### src/rtl/ppfifo_pkg.sv
// Shared definitions for the ping-pong FIFO stream writer: FSM encoding,
// count width and the buffer-select rule.
package ppfifo_pkg;

  typedef enum logic [1:0] {
    ST_IDLE    = 2'd0,
    ST_WRITE   = 2'd1,
    ST_RELEASE = 2'd2
  } state_t;

  localparam int COUNT_W = 24;

  // Returns the buffer index to own next; alternates when both buffers are free.
  function automatic logic pick_buffer(input logic [1:0] ready, input logic last_sel);
    if (ready == 2'b11) return ~last_sel;
    return ready[1];
  endfunction

endpackage

### src/rtl/ppfifo_stream_writer.sv
// Valid/ready stream feeder for the ppfifo write port: owns one buffer at a time
// and releases it on fill, end-of-packet, flush or idle timeout.
module ppfifo_stream_writer
  import ppfifo_pkg::*;
#(
  parameter int DATA_WIDTH = 8,
  parameter int TIMEOUT    = 16
) (
  input  logic                  clk,
  input  logic                  rst,
  input  logic                  in_valid,
  output logic                  in_ready,
  input  logic [DATA_WIDTH-1:0] in_data,
  input  logic                  in_last,
  input  logic                  flush,
  input  logic [1:0]            write_ready,
  output logic [1:0]            write_activate,
  input  logic [COUNT_W-1:0]    write_fifo_size,
  output logic                  write_strobe,
  output logic [DATA_WIDTH-1:0] write_data,
  output logic                  busy,
  output logic [31:0]           blocks_written
);

  localparam logic [31:0] TO_M1 = (TIMEOUT > 0) ? 32'(TIMEOUT - 1) : 32'd0;

  state_t               r_state;
  state_t               w_state_nxt;
  logic                 r_last_sel;
  logic [COUNT_W-1:0]   r_size;
  logic [COUNT_W-1:0]   r_count;
  logic [31:0]          r_idle_cnt;
  logic                 w_accept;
  logic                 w_grab;
  logic                 w_close;
  logic                 w_sel;
  logic [COUNT_W-1:0]   w_count_inc;

  assign busy = (r_state != ST_IDLE);

  always_comb begin
    w_state_nxt = r_state;
    in_ready    = 1'b0;
    w_accept    = 1'b0;
    w_grab      = 1'b0;
    w_close     = 1'b0;
    w_sel       = pick_buffer(write_ready, r_last_sel);
    w_count_inc = r_count + 1'b1;
    case (r_state)
      ST_IDLE: begin
        if (in_valid && (write_ready != 2'b00) && (write_activate == 2'b00)) begin
          w_grab      = 1'b1;
          w_state_nxt = ST_WRITE;
        end
      end
      ST_WRITE: begin
        in_ready = (r_count < r_size);
        w_accept = in_valid && in_ready;
        if (w_accept && ((w_count_inc == r_size) || in_last)) w_close = 1'b1;
        // A flush arriving with a word still counts that word before releasing.
        if (flush && ((r_count != '0) || w_accept)) w_close = 1'b1;
        if ((TIMEOUT != 0) && (r_idle_cnt == TO_M1) && (r_count != '0)) w_close = 1'b1;
        if (w_close) w_state_nxt = ST_RELEASE;
      end
      ST_RELEASE: w_state_nxt = ST_IDLE;
      default:    w_state_nxt = ST_IDLE;
    endcase
  end

  always_ff @(posedge clk) begin
    if (rst) r_state <= ST_IDLE;
    else     r_state <= w_state_nxt;
  end

  always_ff @(posedge clk) begin
    if (rst) begin
      write_activate <= 2'b00;
      write_strobe   <= 1'b0;
      write_data     <= '0;
      blocks_written <= 32'd0;
      r_last_sel     <= 1'b1;
      r_size         <= '0;
      r_count        <= '0;
      r_idle_cnt     <= 32'd0;
    end else begin
      write_strobe <= w_accept;
      if (w_accept) write_data <= in_data;

      if (w_grab) begin
        write_activate <= w_sel ? 2'b10 : 2'b01;
        r_size         <= (write_fifo_size == '0) ? COUNT_W'(1) : write_fifo_size;
        r_count        <= '0;
        r_idle_cnt     <= 32'd0;
        r_last_sel     <= w_sel;
      end

      if (r_state == ST_WRITE) begin
        if (w_accept) begin
          r_count    <= w_count_inc;
          r_idle_cnt <= 32'd0;
        end else if ((r_count != '0) && (r_idle_cnt != 32'hFFFF_FFFF)) begin
          r_idle_cnt <= r_idle_cnt + 32'd1;
        end
      end

      // Activate is held through the release cycle so the last registered strobe lands.
      if (r_state == ST_RELEASE) begin
        write_activate <= 2'b00;
        blocks_written <= blocks_written + 32'd1;
      end
    end
  end

endmodule

### config.mk
export PLATFORM = sky130hd
export DESIGN_NAME = ppfifo_stream_writer
export DESIGN_NICKNAME = d
export VERILOG_FILES = /design/src/rtl/ppfifo_pkg.sv /design/src/rtl/ppfifo_stream_writer.sv
export SDC_FILE = /design/constraint.sdc
export NUM_CORES = 1
export LEC_CHECK = 0
export ABC_AREA = 1
export BUFFER_PORTS_ARGS = -buffer_cell sky130_fd_sc_hd__buf_2
export CAP_MARGIN = 5
export CORE_MARGIN = 4
export CORE_UTILIZATION = 50
export CTS_CLUSTER_DIAMETER = 60
export DETAILED_ROUTE_END_ITERATION = 16
export PLACE_DENSITY = 0.67
export SLEW_MARGIN = 40
export SYNTH_ARGS = -nofsm -noshare
export SYNTH_HDL_FRONTEND = slang
export SYNTH_SLANG_ARGS = --single-unit
### constraint.sdc
create_clock -name clk -period 2.63 [get_ports clk]
set_input_delay 0.3945 -clock clk [delete_from_list [all_inputs] [get_ports clk]]
set_output_delay 0.3945 -clock clk [all_outputs]
set_load 0.02 [all_outputs]
==> impl_summary.txt, run 1 <==
----------------------------------------------------
[Outcome]
  Status ... complete, no violations

[Layout]
  Synth-to-layout area growth ... 17.6%
  Proportion of layout cells with a drive suffix above 1 ... 17.9%
  Antenna cell count ... 0
  Final Instance Area ... 9700 um2
  Final layout net count ... 1431
  Final core utilization ... 60.6%

[Clock network]
  Clk Latency, worst-skew pair ... 0.43 ns
  Max Root-Sink Buffers ... 2
  Number of buffers created by CTS ... 17
  Num Clock Sinks ... 126
  Clock transition at the registers of the reported paths ... 0.06 ns
  Clock tree root buffer cell ... sky130_fd_sc_hd__clkbuf_16
  Number of H-tree levels ... 4
  TritonCTS clock tree ... done

[Logic synthesis]
  Proportion of register bits with asynchronous set or reset after synthesis ... 0%
  Number of enable flip-flop cells after synthesis ... 0
  Portion of synthesized cell area occupied by the leading cell type ... 30.6%
  Number of standard cells after synthesis ... 1279
  Ys Warns ... 0
  Dominant cell type by area after synthesis ... sky130_fd_sc_hd__dfxtp_1
  Most repeated cell in the gate-level netlist after synthesis ... sky130_fd_sc_hd__nand2_1
  Fraction of the yosys area taken by sequential cells ... 30.6%
  Yosys cell types ... 40
  Most instantiated flip-flop cell in the synthesis netlist ... sky130_fd_sc_hd__dfxtp_1
  Number of synthesized register bits ... 126
  Mapped Avg Cell Area ... 6.44 um2
  Syn nets ... 1346
  Top area cells in the synthesized netlist ... sky130_fd_sc_hd__dfxtp_1 31%, sky130_fd_sc_hd__nand2_1 15%, sky130_fd_sc_hd__inv_1 6.9%
  Cell area after synthesis ... 8240 um2
  Commonest cells in the netlist ... 323 x sky130_fd_sc_hd__nand2_1, 151 x sky130_fd_sc_hd__inv_1, 126 x sky130_fd_sc_hd__dfxtp_1

[Pwr]
  Max VDD drop ... 499 uV
  Pwr per Cell Area ... 567 nW/um2
  Part of the power in registers ... 38.6%
  Clock share of power ... 41.7%
  Internal ... 3.71 mW
  Combinational cell fraction of total power ... 19.7%
  Switching share of total power ... 32.4%
  Overall power of the completed layout ... 5.50 mW
  Reported leakage power ... 4.17 nW
  Switching power of the nets ... 1.78 mW

[Routing]
  Routed vias/inst ... 5.23
  Drt first pass iters ... 5
  Post-DRT Antenna Nets ... 0
  Avg WL per Cell ... 14.1 um
  First DRT Iteration DRCs ... 621
  Total routed wirelength ... 22400 um
  Routed vias ... 8337
  Remaining DRCs ... 0

[STA]
  Total setup violations reported at the end of the flow ... 0
  Final Critical Period ... 2.57 ns
  Final Hold Fails ... 0
  Least setup slack across all paths after layout ... 0.0638 ns
  Period utilization ... 97.6%
  Remaining max-slew budget at the tightest pin ... 56.5%
  Worst Hold Margin ... 0.205 ns
  Maximum operating frequency ... 390 MHz
  Worst setup skew after layout ... 0.00975 ns
  Transition time of the tightest slew-check pin ... 0.652 ns
  Count of pins over their slew limit ... 0

[Place]
  I/O Buffers ... 83
  Routability cong. ... 0.944
  Placed wire-length estimate after detailed placement ... 16000 um
  Area of placed instances ... 8960 um2
  Worst slack after detailed placement ... -0.0664 ns

[Setup path]
  Critical Path Source Type ... flip-flop
  Master of the slowest instance on the critical path ... sky130_fd_sc_hd__dfxtp_1
  Maximum single-stage delay on the critical path ... 0.32 ns
  Worst path cell trace ... inv_1 > ha_1 > a21oi_1 > o21ai_1 > nand2_1 > o211ai_1 > a31oi_2 > nand2_2 > nor2_4 > buf_6
  Maximum fanout count along the critical path ... 2
  Crit. End Element ... output port
  Slack of the worst reg-to-reg path ... 0.21 ns
  Category of the most critical setup path ... reg -> out
  Required time of the worst setup path ... 2.24 ns
  Arrival time worst endpoint ... 2.17 ns

[Floorplan]
  Starting utilization of the core area ... 51.5%
  Die Area ... 18600 um2
  Die Y-Extent ... 136 um
  Width of the die ... 136 um
  Placeable core region ... 16000 um2
  Number of cell rows ... 46
  Number of I/O pins ... 84

[Global routing]
  Largest net degree at the start of global routing ... 57
  Vias in the first global route ... 7733
  All-layer global routing usage ... 25.1%
  Congestion Overflow GR ... 0
  Antenna violations before repair ... 0
  First-pass GRT wire length ... 37600 um

[Job]
  # Max-Cap Violations ... 0

[Worst hold path]
  HP Class ... in -> reg

----------------------------------------------------
## state kept, by name, indices dropped and copies added, names as in the netlist
| signal | flops |
|---|---|
| blocks_written | 32 |
| r_state | 2 |
| r_size | 24 |
| write_activate | 2 |
| write_data | 8 |
| r_idle_cnt | 32 |
| r_count | 24 |
| r_last_sel | 1 |
| write_strobe | 1 |
## layout make-up
class | count | area, um2
Fill cell | 1636 | 6300
Timing Repair Buffer | 113 | 679
Sequential cell | 126 | 2540
Clock inverter | 14 | 134
Clock buffer | 18 | 429
Inverter | 157 | 589
Multi-Input combinational cell | 949 | 5050
Tap cell | 216 | 270
## worst max-delay path, delay by kind of cell, from the launching register on
kind	cells	cell delay, ns
AOI/OAI and AO/OA	4	0.59
and+or+nand+nor	3	0.35
DFF	1	0.32
adders and majority gates	1	0.29
buffers and inverters	2	0.20
## repair_timing
action	in CTS	in global routing
endpoints found under the hold margin	0	0
gates resized for setup	19	25
pin swaps	10	6
endpoints found under the setup margin	42	61
setup buffers	2	2
hold buffers	0	0
## power by group through the flow
stage | combinational, mW | sequential, mW | clock (mW)
2_1_floorplan | 0.730 | 2.15 | 0
3_3_place_gp | 1.01 | 2.16 | 0
3_5_place_dp | 1.02 | 2.16 | 0
4_1_cts | 1.07 | 2.12 | 2.33
5_1_grt | 1.23 | 2.14 | 2.44
6_report | 1.08 | 2.12 | 2.29
## cells by family (layout without fill, tap and decap cells)
group           after synthesis  in the layout  synth area share, %
compound gates              216            216                 13.8
xor+xnor                     48             48                 5.10
fa+ha+maj                    28             28                 4.25
buf+inv                     204            302                 9.56
flops                       126            126                 30.6
simple gates                657            657                 36.7
## metal layers
layer / up-vias / GRT usage, % / part of all wire, %
met5: - / 0 / 0
met3: 22 / 6.07 / 5.7
met1: 3777 / 34.9 / 49
met4: 0 / 5.88 / 1.1
li1: 4338 / - / -
met2: 200 / 39.5 / 44
## cells in the final DEF, fill, tap and decap left out, drive strengths merged, types with 8 or more instances in the layout
cell / Yosys / routed
a21oi: 110 / 110
clkbuf: 29 / 18
inv: 157 / 162
ha: 28 / 28
dfxtp: 126 / 126
a211oi: 8 / 8
nor4: 11 / 11
nand2: 343 / 343
o21ai: 89 / 89
nand4: 36 / 36
nor3: 32 / 32
nor2: 145 / 145
buf: 18 / 113
nand3: 83 / 83
xor2: 46 / 46
## through the flow
| step | setup TNS, ns | instances |
|---|---|---|
| 2_1_floorplan | 0 | 1279 |
| 3_3_place_gp | -0.951 | 1557 |
| 3_5_place_dp | -1.08 | 1557 |
| 4_1_cts | 0 | 1591 |
| 5_1_grt | -0.000142 | 1593 |
| 6_report | 0 | 1593 |
## final timing paths
path / from / endpoint / cells after the start
worst max-delay path: r_size[11] / in_ready / 10
worst min-delay path: in_data[6] / write_data[6] / 3
worst max register to register: r_size[11] / r_count[0] / 15
worst min register to register: write_data[6] / write_data[6] / 2
No activity file was read; power rests on OpenSTA's default activity.
==> run 2: changes to the inputs <==
Settings changed: ABC_AREA 1 to default, PLACE_DENSITY 0.67 to 0.68, RECOVER_POWER from default to 25.
==> run 2 against run 1 <==
The run now ends with setup timing left. Total power fell by 0.16%. Sequential share of layout area fell by 0.90 points. Clock-buffer cell count increased by 2. Worst hold slack worse by 0.0022 ns. Flip-flop and latch count did not move. Clock power up 8.7%. Via count is 3.2% lower. Critical path depth shrank 1. Design area up 4.2%. Largest cell class unchanged.
==> impl_summary.txt, run 2 <==
----------------------------------------------------
[Global routing]
  All-layer global routing usage ... 26.0% (was 25.1%)
  Vias in the first global route ... 7096 (was 7733)
  Congestion Overflow GR ... 0 (unchanged)
  Antenna violations before repair ... 0 (unchanged)
  Largest net degree at the start of global routing ... 38 (was 57)
  First-pass GRT wire length ... 35400 um (was 37600 um)

[Outcome]
  Failing checks ... setup timing
  Status ... complete, but fails checks (was complete, no violations)

[Clock network]
  Number of H-tree levels ... 4 (unchanged)
  TritonCTS clock tree ... done (unchanged)
  Clock tree root buffer cell ... sky130_fd_sc_hd__clkbuf_16 (unchanged)
  Clk Latency, worst-skew pair ... 0.43 ns (about the same)
  Max Root-Sink Buffers ... 2 (unchanged)
  Number of buffers created by CTS ... 17 (unchanged)
  Number of hold buffers added after cts ... 0 (unchanged)
  Num Clock Sinks ... 126 (unchanged)
  Clock transition at the registers of the reported paths ... 0.06 ns (about the same)

[STA]
  Transition time of the tightest slew-check pin ... 0.841 ns (was 0.652 ns)
  Least setup slack across all paths after layout ... -0.193 ns (was 0.0638 ns)
  Remaining max-slew budget at the tightest pin ... 43.9% (was 56.5%)
  RSZ-0062 raised after global routing ... true
  Maximum operating frequency ... 354 MHz (was 390 MHz)
  Period utilization ... 107% (was 97.6%)
  Total setup violations reported at the end of the flow ... 37 (was 0)
  Final Hold Fails ... 0 (unchanged)
  Worst Hold Margin ... 0.203 ns (was 0.205 ns)
  Final Critical Period ... 2.82 ns (was 2.57 ns)
  Worst setup skew after layout ... 0.0111 ns (was 0.00975 ns)
  Count of pins over their slew limit ... 0 (unchanged)

[Floorplan]
  Width of the die ... 130 um (was 136 um)
  Placeable core region ... 14500 um2 (was 16000 um2)
  Starting utilization of the core area ... 50.9% (was 51.5%)
  Die Area ... 16800 um2 (was 18600 um2)
  Number of cell rows ... 44 (was 46)
  Die Y-Extent ... 130 um (was 136 um)
  Number of I/O pins ... 84 (unchanged)

[Logic synthesis]
  Mapped Avg Cell Area ... 7.73 um2 (was 6.44 um2)
  Yosys cell types ... 67 (was 40)
  Ys Warns ... 0 (unchanged)
  Most repeated cell in the gate-level netlist after synthesis ... sky130_fd_sc_hd__dfxtp_1 (was sky130_fd_sc_hd__nand2_1)
  Proportion of register bits with asynchronous set or reset after synthesis ... 0% (unchanged)
  Dominant cell type by area after synthesis ... sky130_fd_sc_hd__dfxtp_1 (unchanged)
  Number of synthesized register bits ... 126 (unchanged)
  Number of standard cells after synthesis ... 957 (was 1279)
  Commonest cells in the netlist ... 126 x sky130_fd_sc_hd__dfxtp_1, 120 x sky130_fd_sc_hd__nand2_1, 88 x sky130_fd_sc_hd__nor2_1 (was 323 x sky130_fd_sc_hd__nand2_1, 151 x sky130_fd_sc_hd__inv_1, 126 x sky130_fd_sc_hd__dfxtp_1)
  Top area cells in the synthesized netlist ... sky130_fd_sc_hd__dfxtp_1 34%, sky130_fd_sc_hd__nand2_1 6.1%, sky130_fd_sc_hd__a21oi_1 5.7% (was sky130_fd_sc_hd__dfxtp_1 31%, sky130_fd_sc_hd__nand2_1 15%, sky130_fd_sc_hd__inv_1 6.9%)
  Portion of synthesized cell area occupied by the leading cell type ... 34.1% (was 30.6%)
  Cell area after synthesis ... 7400 um2 (was 8240 um2)
  Syn nets ... 1024 (was 1346)
  Fraction of the yosys area taken by sequential cells ... 34.1% (was 30.6%)
  Number of enable flip-flop cells after synthesis ... 0 (unchanged)
  Most instantiated flip-flop cell in the synthesis netlist ... sky130_fd_sc_hd__dfxtp_1 (unchanged)

[Place]
  Placed wire-length estimate after detailed placement ... 15100 um (was 16000 um)
  I/O Buffers ... 83 (unchanged)
  Routability cong. ... 0.940 (was 0.944)
  Number of placed instances, taps included ... 1286 (was 1557)
  Area of placed instances ... 8760 um2 (was 8960 um2)

[Routing]
  Remaining DRCs ... 0 (unchanged)
  Total routed wirelength ... 23400 um (was 22400 um)
  Post-DRT Antenna Nets ... 0 (unchanged)
  Drt first pass iters ... 5 (unchanged)
  First DRT Iteration DRCs ... 727 (was 621)
  Routed vias ... 8072 (was 8337)
  Avg WL per Cell ... 17.4 um (was 14.1 um)
  Routed vias/inst ... 6.00 (was 5.23)

[Setup path]
  Worst path cell trace ... inv_2 > ha_4 > and3_4 > a221o_1 > a221oi_4 > buf_4 > nand3_2 > nor3_2 > buf_4 (was inv_1 > ha_1 > a21oi_1 > o21ai_1 > nand2_1 > o211ai_1 > a31oi_2 > nand2_2 > nor2_4 > buf_6)
  Count of cells along the worst register-to-register path ... 11 (was 15)
  Stages on the worst setup path ... 9 (was 10)
  Required time of the worst setup path ... 2.24 ns (about the same)
  Cell class contributing the biggest share of worst-path delay ... compound AO/OA/AOI/OAI gates (unchanged)
  Slack of the worst reg-to-reg path ... -0.16 ns (was 0.21 ns)
  Crit. End Element ... output port (unchanged)
  Arrival time worst endpoint ... 2.43 ns (was 2.17 ns)
  Master of the slowest instance on the critical path ... sky130_fd_sc_hd__a221o_1 (was sky130_fd_sc_hd__dfxtp_1)
  Category of the most critical setup path ... reg -> out (unchanged)
  Critical Path Source Type ... flip-flop (unchanged)
  Maximum fanout count along the critical path ... 2 (unchanged)
  Buffers & Inverters on Critical Path ... 3 (was 2)
  Most common cell on crit path ... sky130_fd_sc_hd__buf_4
  Maximum single-stage delay on the critical path ... 0.35 ns (was 0.32 ns)

[Worst hold path]
  HP Class ... in -> reg (unchanged)
  Cell depth of the worst min-delay path ... 3 (unchanged)

[Layout]
  Post-layout instance count excluding filler cells ... 1345 (was 1593)
  Antenna cell count ... 0 (unchanged)
  Filler Cells Inserted ... 1176 (was 1636)
  Register Area ... 2560 um2 (was 2540 um2)
  Final Instance Area ... 10100 um2 (was 9700 um2)
  Top Registers ... blocks_written: 32 flops, r_idle_cnt: 32 flops (unchanged)
  Synth-to-layout area growth ... 36.5% (was 17.6%)
  Final layout net count ... 1215 (was 1431)
  Multi-input gate area ... 4890 um2 (was 5050 um2)
  Proportion of layout cells with a drive suffix above 1 ... 28.6% (was 17.9%)
  Final core utilization ... 69.5% (was 60.6%)
  Most frequent cells in the layout ... 127 x sky130_fd_sc_hd__buf_4, 119 x sky130_fd_sc_hd__nand2_1, 101 x sky130_fd_sc_hd__dfxtp_1, 84 x sky130_fd_sc_hd__nor2_1, 82 x sky130_fd_sc_hd__a21oi_1 (was 319 x sky130_fd_sc_hd__nand2_1, 148 x sky130_fd_sc_hd__inv_1, 116 x sky130_fd_sc_hd__nor2_1, 112 x sky130_fd_sc_hd__dfxtp_1, 107 x sky130_fd_sc_hd__a21oi_1)
  Most common cell after layout, fill and taps aside ... sky130_fd_sc_hd__buf_4 (was sky130_fd_sc_hd__nand2_1)

[Pwr]
  Reported leakage power ... 4.02 nW (was 4.17 nW)
  Overall power of the completed layout ... 5.49 mW (was 5.50 mW)
  Pwr per Cell Area ... 543 nW/um2 (was 567 nW/um2)
  Max VDD drop ... 349 uV (was 499 uV)

[Job]
  # Max-Cap Violations ... 0 (unchanged)

----------------------------------------------------
==> run 2: cell count changes in the layout (fill, tap and decap cells not counted), moves of 19 or more <==
| cell | previous run | this run |
|---|---|---|
| sky130_fd_sc_hd__clkbuf_1 | 1 | 26 |
| sky130_fd_sc_hd__inv_1 | 148 | 24 |
| sky130_fd_sc_hd__nand2_1 | 319 | 119 |
| sky130_fd_sc_hd__buf_2 | 82 | 57 |
| sky130_fd_sc_hd__nand2_2 | 21 | 1 |
| sky130_fd_sc_hd__nor2_1 | 116 | 84 |
| sky130_fd_sc_hd__xor2_1 | 46 | 27 |
| sky130_fd_sc_hd__buf_4 | 27 | 127 |
| sky130_fd_sc_hd__xnor2_1 | 2 | 30 |
| sky130_fd_sc_hd__a22o_1 | 0 | 25 |
| sky130_fd_sc_hd__nand3_1 | 80 | 42 |
| sky130_fd_sc_hd__o21ai_0 | 81 | 53 |
| sky130_fd_sc_hd__a21oi_1 | 107 | 82 |
==> run 2: final cells by class <==
type,count,area share (%)
Clock buffer,20,4.62
Inverter,29,1.08
Sequential cell,126,25.3
Clock inverter,12,1.57
Timing Repair Buffer,232,16.8
Tap cell,184,2.28
Multi-Input combinational cell,742,48.4
==> run 2: what timing repair did <==
item | 4_1_cts | 5_1_grt
resized for setup | 21 | 87
cloned | 1 | 5
endpoints found under the hold margin | 0 | 0
buffers inserted | 1 | 22
pin swaps | 10 | 49
endpoints found under the setup margin | 56 | 61
==> run 2: final timing paths <==
| check | from | end |
|---|---|---|
| max | r_size[10] | in_ready |
| min | write_fifo_size[14] | r_size[14] |
| max reg2reg | r_size[10] | r_count[17] |
| min reg2reg | write_data[4] | write_data[4] |
==> run 2: worst min-delay path, cell delays in order <==
cell and delay (ns):
sky130_fd_sc_hd__buf_2 0.10, sky130_fd_sc_hd__nand2_1 0.05, sky130_fd_sc_hd__a21oi_1 0.05
==> run 2: stage by stage <==
step | setup TNS [ns] | setup WS (ns)
2_1_floorplan | 0 | 0.0424
3_3_place_gp | -3.22 | -0.109
3_5_place_dp | -4.63 | -0.134
4_1_cts | -0.195 | -0.186
5_1_grt | -10.27 | -0.300
6_report | -2.19 | -0.193
==> run 2: where the power goes <==
| part | switching (mW) | internal (mW) |
|---|---|---|
| Clock | 0.919 | 1.57 |
| Combinational | 0.561 | 0.431 |
| Sequential | 0.0407 | 1.96 |
| Total | 1.52 | 3.97 |
==> run 2: layer usage <==
metal	GRT usage, %	vias up	share of wire, %
met5	0	-	0
met4	9.78	0	2.2
met3	6.31	56	8.1
met2	40.0	395	46
met1	35.5	3786	43
li1	-	3835	-
==> run 2: kinds of logic after synthesis <==
kind of cell | share of synthesized area [%]
flip-flops | 34.1
multiplexers | 0.270
AND/OR/NAND/NOR | 28.9
XOR/XNOR | 6.86
AO/OA/AOI/OAI | 19.9
adder cells (fa/ha/maj) | 4.73
buffers and inverters | 5.31
==> run 3: changes to the inputs <==
Settings changed: REMOVE_ABC_BUFFERS from default to 1.
==> run 3 against run 2 <==
The flow still finishes with violations (setup timing). Clock skew decreased by 0.0011 ns. Sequential share of layout area about the same. Global-route usage decreased by 0.11 points. Design area decreased by 0.57%. Combinational power increased by 7%. Clock power about the same. Flip-flop and latch count unchanged.
==> impl_summary.txt, run 3 (same netlist as run 2, synthesis figures left out) <==
----------------------------------------------------
[Outcome]
  Status ... complete, but fails checks (unchanged)
  Failing checks ... setup timing (unchanged)

[STA]
  Final Hold Fails ... 0 (unchanged)
  Worst Hold Margin ... 0.208 ns (was 0.203 ns)
  RSZ-0062 raised after global routing ... true (unchanged)
  Final Critical Period ... 2.89 ns (was 2.82 ns)
  Count of pins over their slew limit ... 0 (unchanged)
  Period utilization ... 110% (was 107%)
  Least setup slack across all paths after layout ... -0.258 ns (was -0.193 ns)
  Transition time of the tightest slew-check pin ... 0.696 ns (was 0.841 ns)
  Worst setup skew after layout ... 0.00998 ns (was 0.0111 ns)
  Maximum operating frequency ... 346 MHz (was 354 MHz)
  Post-Route Setup TNS ... -8.43 ns (was -2.19 ns)
  Total setup violations reported at the end of the flow ... 63 (was 37)
  Remaining max-slew budget at the tightest pin ... 53.2% (was 43.9%)

[Routing]
  Routed vias/inst ... 5.98 (was 6.00)
  Post-DRT Antenna Nets ... 0 (unchanged)
  First DRT Iteration DRCs ... 694 (was 727)
  Remaining DRCs ... 0 (unchanged)
  Total routed wirelength ... 23100 um (was 23400 um)
  Drt first pass iters ... 5 (unchanged)
  Avg WL per Cell ... 17.6 um (was 17.4 um)
  Routed vias ... 7879 (was 8072)

[Worst hold path]
  Cell depth of the worst min-delay path ... 3 (unchanged)
  HP Start ... in_data[2] (was write_fifo_size[14])
  HP Class ... in -> reg (unchanged)
  Hold Path Sink ... write_data[2] (was r_size[14])

[Floorplan]
  Starting utilization of the core area ... 50.9% (unchanged)
  Placeable core region ... 14500 um2 (unchanged)
  Number of I/O pins ... 84 (unchanged)
  Number of cell rows ... 44 (unchanged)
  Die Area ... 16800 um2 (unchanged)
  Die Y-Extent ... 130 um (unchanged)
  Width of the die ... 130 um (unchanged)

[Pwr]
  Pwr per Cell Area ... 550 nW/um2 (was 543 nW/um2)
  Reported leakage power ... 3.96 nW (was 4.02 nW)
  Overall power of the completed layout ... 5.53 mW (was 5.49 mW)
  Max VDD drop ... 532 uV (was 349 uV)

[Setup path]
  Critical Path Source Type ... flip-flop (unchanged)
  Reg-to-reg critical path startpoint ... r_size[19] (was r_size[10])
  Crit. End Element ... output port (unchanged)
  Count of cells along the worst register-to-register path ... 15 (was 11)
  Required time of the worst setup path ... 2.24 ns (about the same)
  Capture instance of the worst register-to-register path ... write_data[6] (was r_count[17])
  Category of the most critical setup path ... reg -> out (unchanged)
  Arrival time worst endpoint ... 2.49 ns (was 2.43 ns)
  Maximum fanout count along the critical path ... 2 (unchanged)
  Slack of the worst reg-to-reg path ... -0.19 ns (was -0.16 ns)

[Place]
  Worst slack after detailed placement ... -0.0778 ns (was -0.134 ns)
  Area of placed instances ... 8720 um2 (was 8760 um2)
  I/O Buffers ... 83 (unchanged)
  Number of placed instances, taps included ... 1271 (was 1286)
  Placed wire-length estimate after detailed placement ... 14800 um (was 15100 um)
  Routability cong. ... 0.914 (was 0.940)

[Layout]
  Top Registers ... blocks_written: 32 flops, r_idle_cnt: 32 flops (unchanged)
  Final layout net count ... 1188 (was 1215)
  Proportion of layout cells with a drive suffix above 1 ... 28.8% (was 28.6%)
  Final core utilization ... 69.1% (was 69.5%)
  Antenna cell count ... 0 (unchanged)
  Post-layout instance count excluding filler cells ... 1318 (was 1345)
  Final Instance Area ... 10000 um2 (was 10100 um2)
  Most common cell after layout, fill and taps aside ... sky130_fd_sc_hd__dfxtp_1 (was sky130_fd_sc_hd__buf_4)
  Synth-to-layout area growth ... 35.8% (was 36.5%)
  Most frequent cells in the layout ... 112 x sky130_fd_sc_hd__dfxtp_1, 109 x sky130_fd_sc_hd__nand2_1, 100 x sky130_fd_sc_hd__buf_4, 79 x sky130_fd_sc_hd__nor2_1, 66 x sky130_fd_sc_hd__a21oi_1 (was 127 x sky130_fd_sc_hd__buf_4, 119 x sky130_fd_sc_hd__nand2_1, 101 x sky130_fd_sc_hd__dfxtp_1, 84 x sky130_fd_sc_hd__nor2_1, 82 x sky130_fd_sc_hd__a21oi_1)

[Global routing]
  Antenna violations before repair ... 0 (unchanged)
  All-layer global routing usage ... 25.9% (was 26.0%)
  First-pass GRT wire length ... 35000 um (was 35400 um)
  Vias in the first global route ... 6960 (was 7096)
  Largest net degree at the start of global routing ... 41 (was 38)
  Congestion Overflow GR ... 0 (unchanged)

[Clock network]
  TritonCTS clock tree ... done (unchanged)
  Num Clock Sinks ... 126 (unchanged)
  Number of buffers created by CTS ... 17 (unchanged)
  Clock transition at the registers of the reported paths ... 0.06 ns (about the same)
  Clk Latency, worst-skew pair ... 0.43 ns (about the same)
  Max Root-Sink Buffers ... 2 (unchanged)
  Clock tree root buffer cell ... sky130_fd_sc_hd__clkbuf_16 (unchanged)
  Number of H-tree levels ... 4 (unchanged)

[Job]
  # Max-Cap Violations ... 0 (unchanged)

----------------------------------------------------
run 3: changes by cell type in the layout (fill, tap and decap cells not counted), moves of 4 or more:
cell / change
sky130_fd_sc_hd__nor2_2: +5
sky130_fd_sc_hd__a21oi_1: -16
sky130_fd_sc_hd__o21ai_2: +5
sky130_fd_sc_hd__nand2_4: +5
sky130_fd_sc_hd__o21ai_0: -6
sky130_fd_sc_hd__nand2_2: +5
sky130_fd_sc_hd__a21oi_2: +14
sky130_fd_sc_hd__nand2_1: -10
sky130_fd_sc_hd__dfxtp_2: -10
sky130_fd_sc_hd__dfxtp_1: +11
sky130_fd_sc_hd__buf_4: -27
sky130_fd_sc_hd__nor2_1: -5
sky130_fd_sc_hd__buf_12: +4
run 3: repair_timing:
item	in CTS	in global routing
setup buffers	4	9
resized for setup	23	117
pin swaps	11	51
hold buffers	0	0
gates cloned	0	6
setup endpoints to repair	25	67
run 3: where the power goes:
group | leakage [nW] | internal, mW | total, mW | switching, mW
sequential | 1.03 | 1.96 | 2.01 | 0.0437
combinational | 2.64 | 0.453 | 1.06 | 0.611
clock | 0.296 | 1.51 | 2.46 | 0.953
run 3: per-layer routing:
metal  vias up  track usage (%)  routed length [um]
li1       3781                -                   -
met1      3727             35.8               10200
met2       314             39.8               10600
met3        57             6.02                1770
met4         0             8.99                 614
met5         -                0                   0
run 3: critical path: stages (launching register included):
cell,delay (ns)
sky130_fd_sc_hd__dfxtp_1,0.33
sky130_fd_sc_hd__inv_1,0.07
sky130_fd_sc_hd__ha_1,0.30
sky130_fd_sc_hd__nand4_1,0.18
sky130_fd_sc_hd__nor4_2,0.06
sky130_fd_sc_hd__buf_4,0.16
sky130_fd_sc_hd__a221oi_4,0.29
sky130_fd_sc_hd__buf_4,0.17
sky130_fd_sc_hd__nand3_2,0.07
sky130_fd_sc_hd__nor3_2,0.17
sky130_fd_sc_hd__buf_4,0.16
sky130_fd_sc_hd__buf_6,0.11
run 3: cell type report:
cell class / instances / area [um2]
Fill cell: 1200 / 4480
Clock inverter: 15 / 188
Multi-Input combinational cell: 741 / 5020
Inverter: 29 / 109
Timing Repair Buffer: 206 / 1540
Tap cell: 184 / 230
Clock buffer: 17 / 425
Sequential cell: 126 / 2540
run 3: worst max-delay path by stage:
| stage | startpoint | end | slack (ns) | cells after the start |
|---|---|---|---|---|
| 5_1_grt | r_size[19] | in_ready | -0.41 | 11 |
| 2_1_floorplan | r_count[10] | r_count[14] | -1.05 | 9 |
| 3_5_place_dp | r_size[9] | r_count[20] | -0.08 | 10 |
| 4_1_cts | r_size[10] | in_ready | -0.14 | 10 |
| 3_3_place_gp | r_size[10] | r_count[20] | -0.03 | 10 |
| 6_report | r_size[19] | in_ready | -0.26 | 11 |
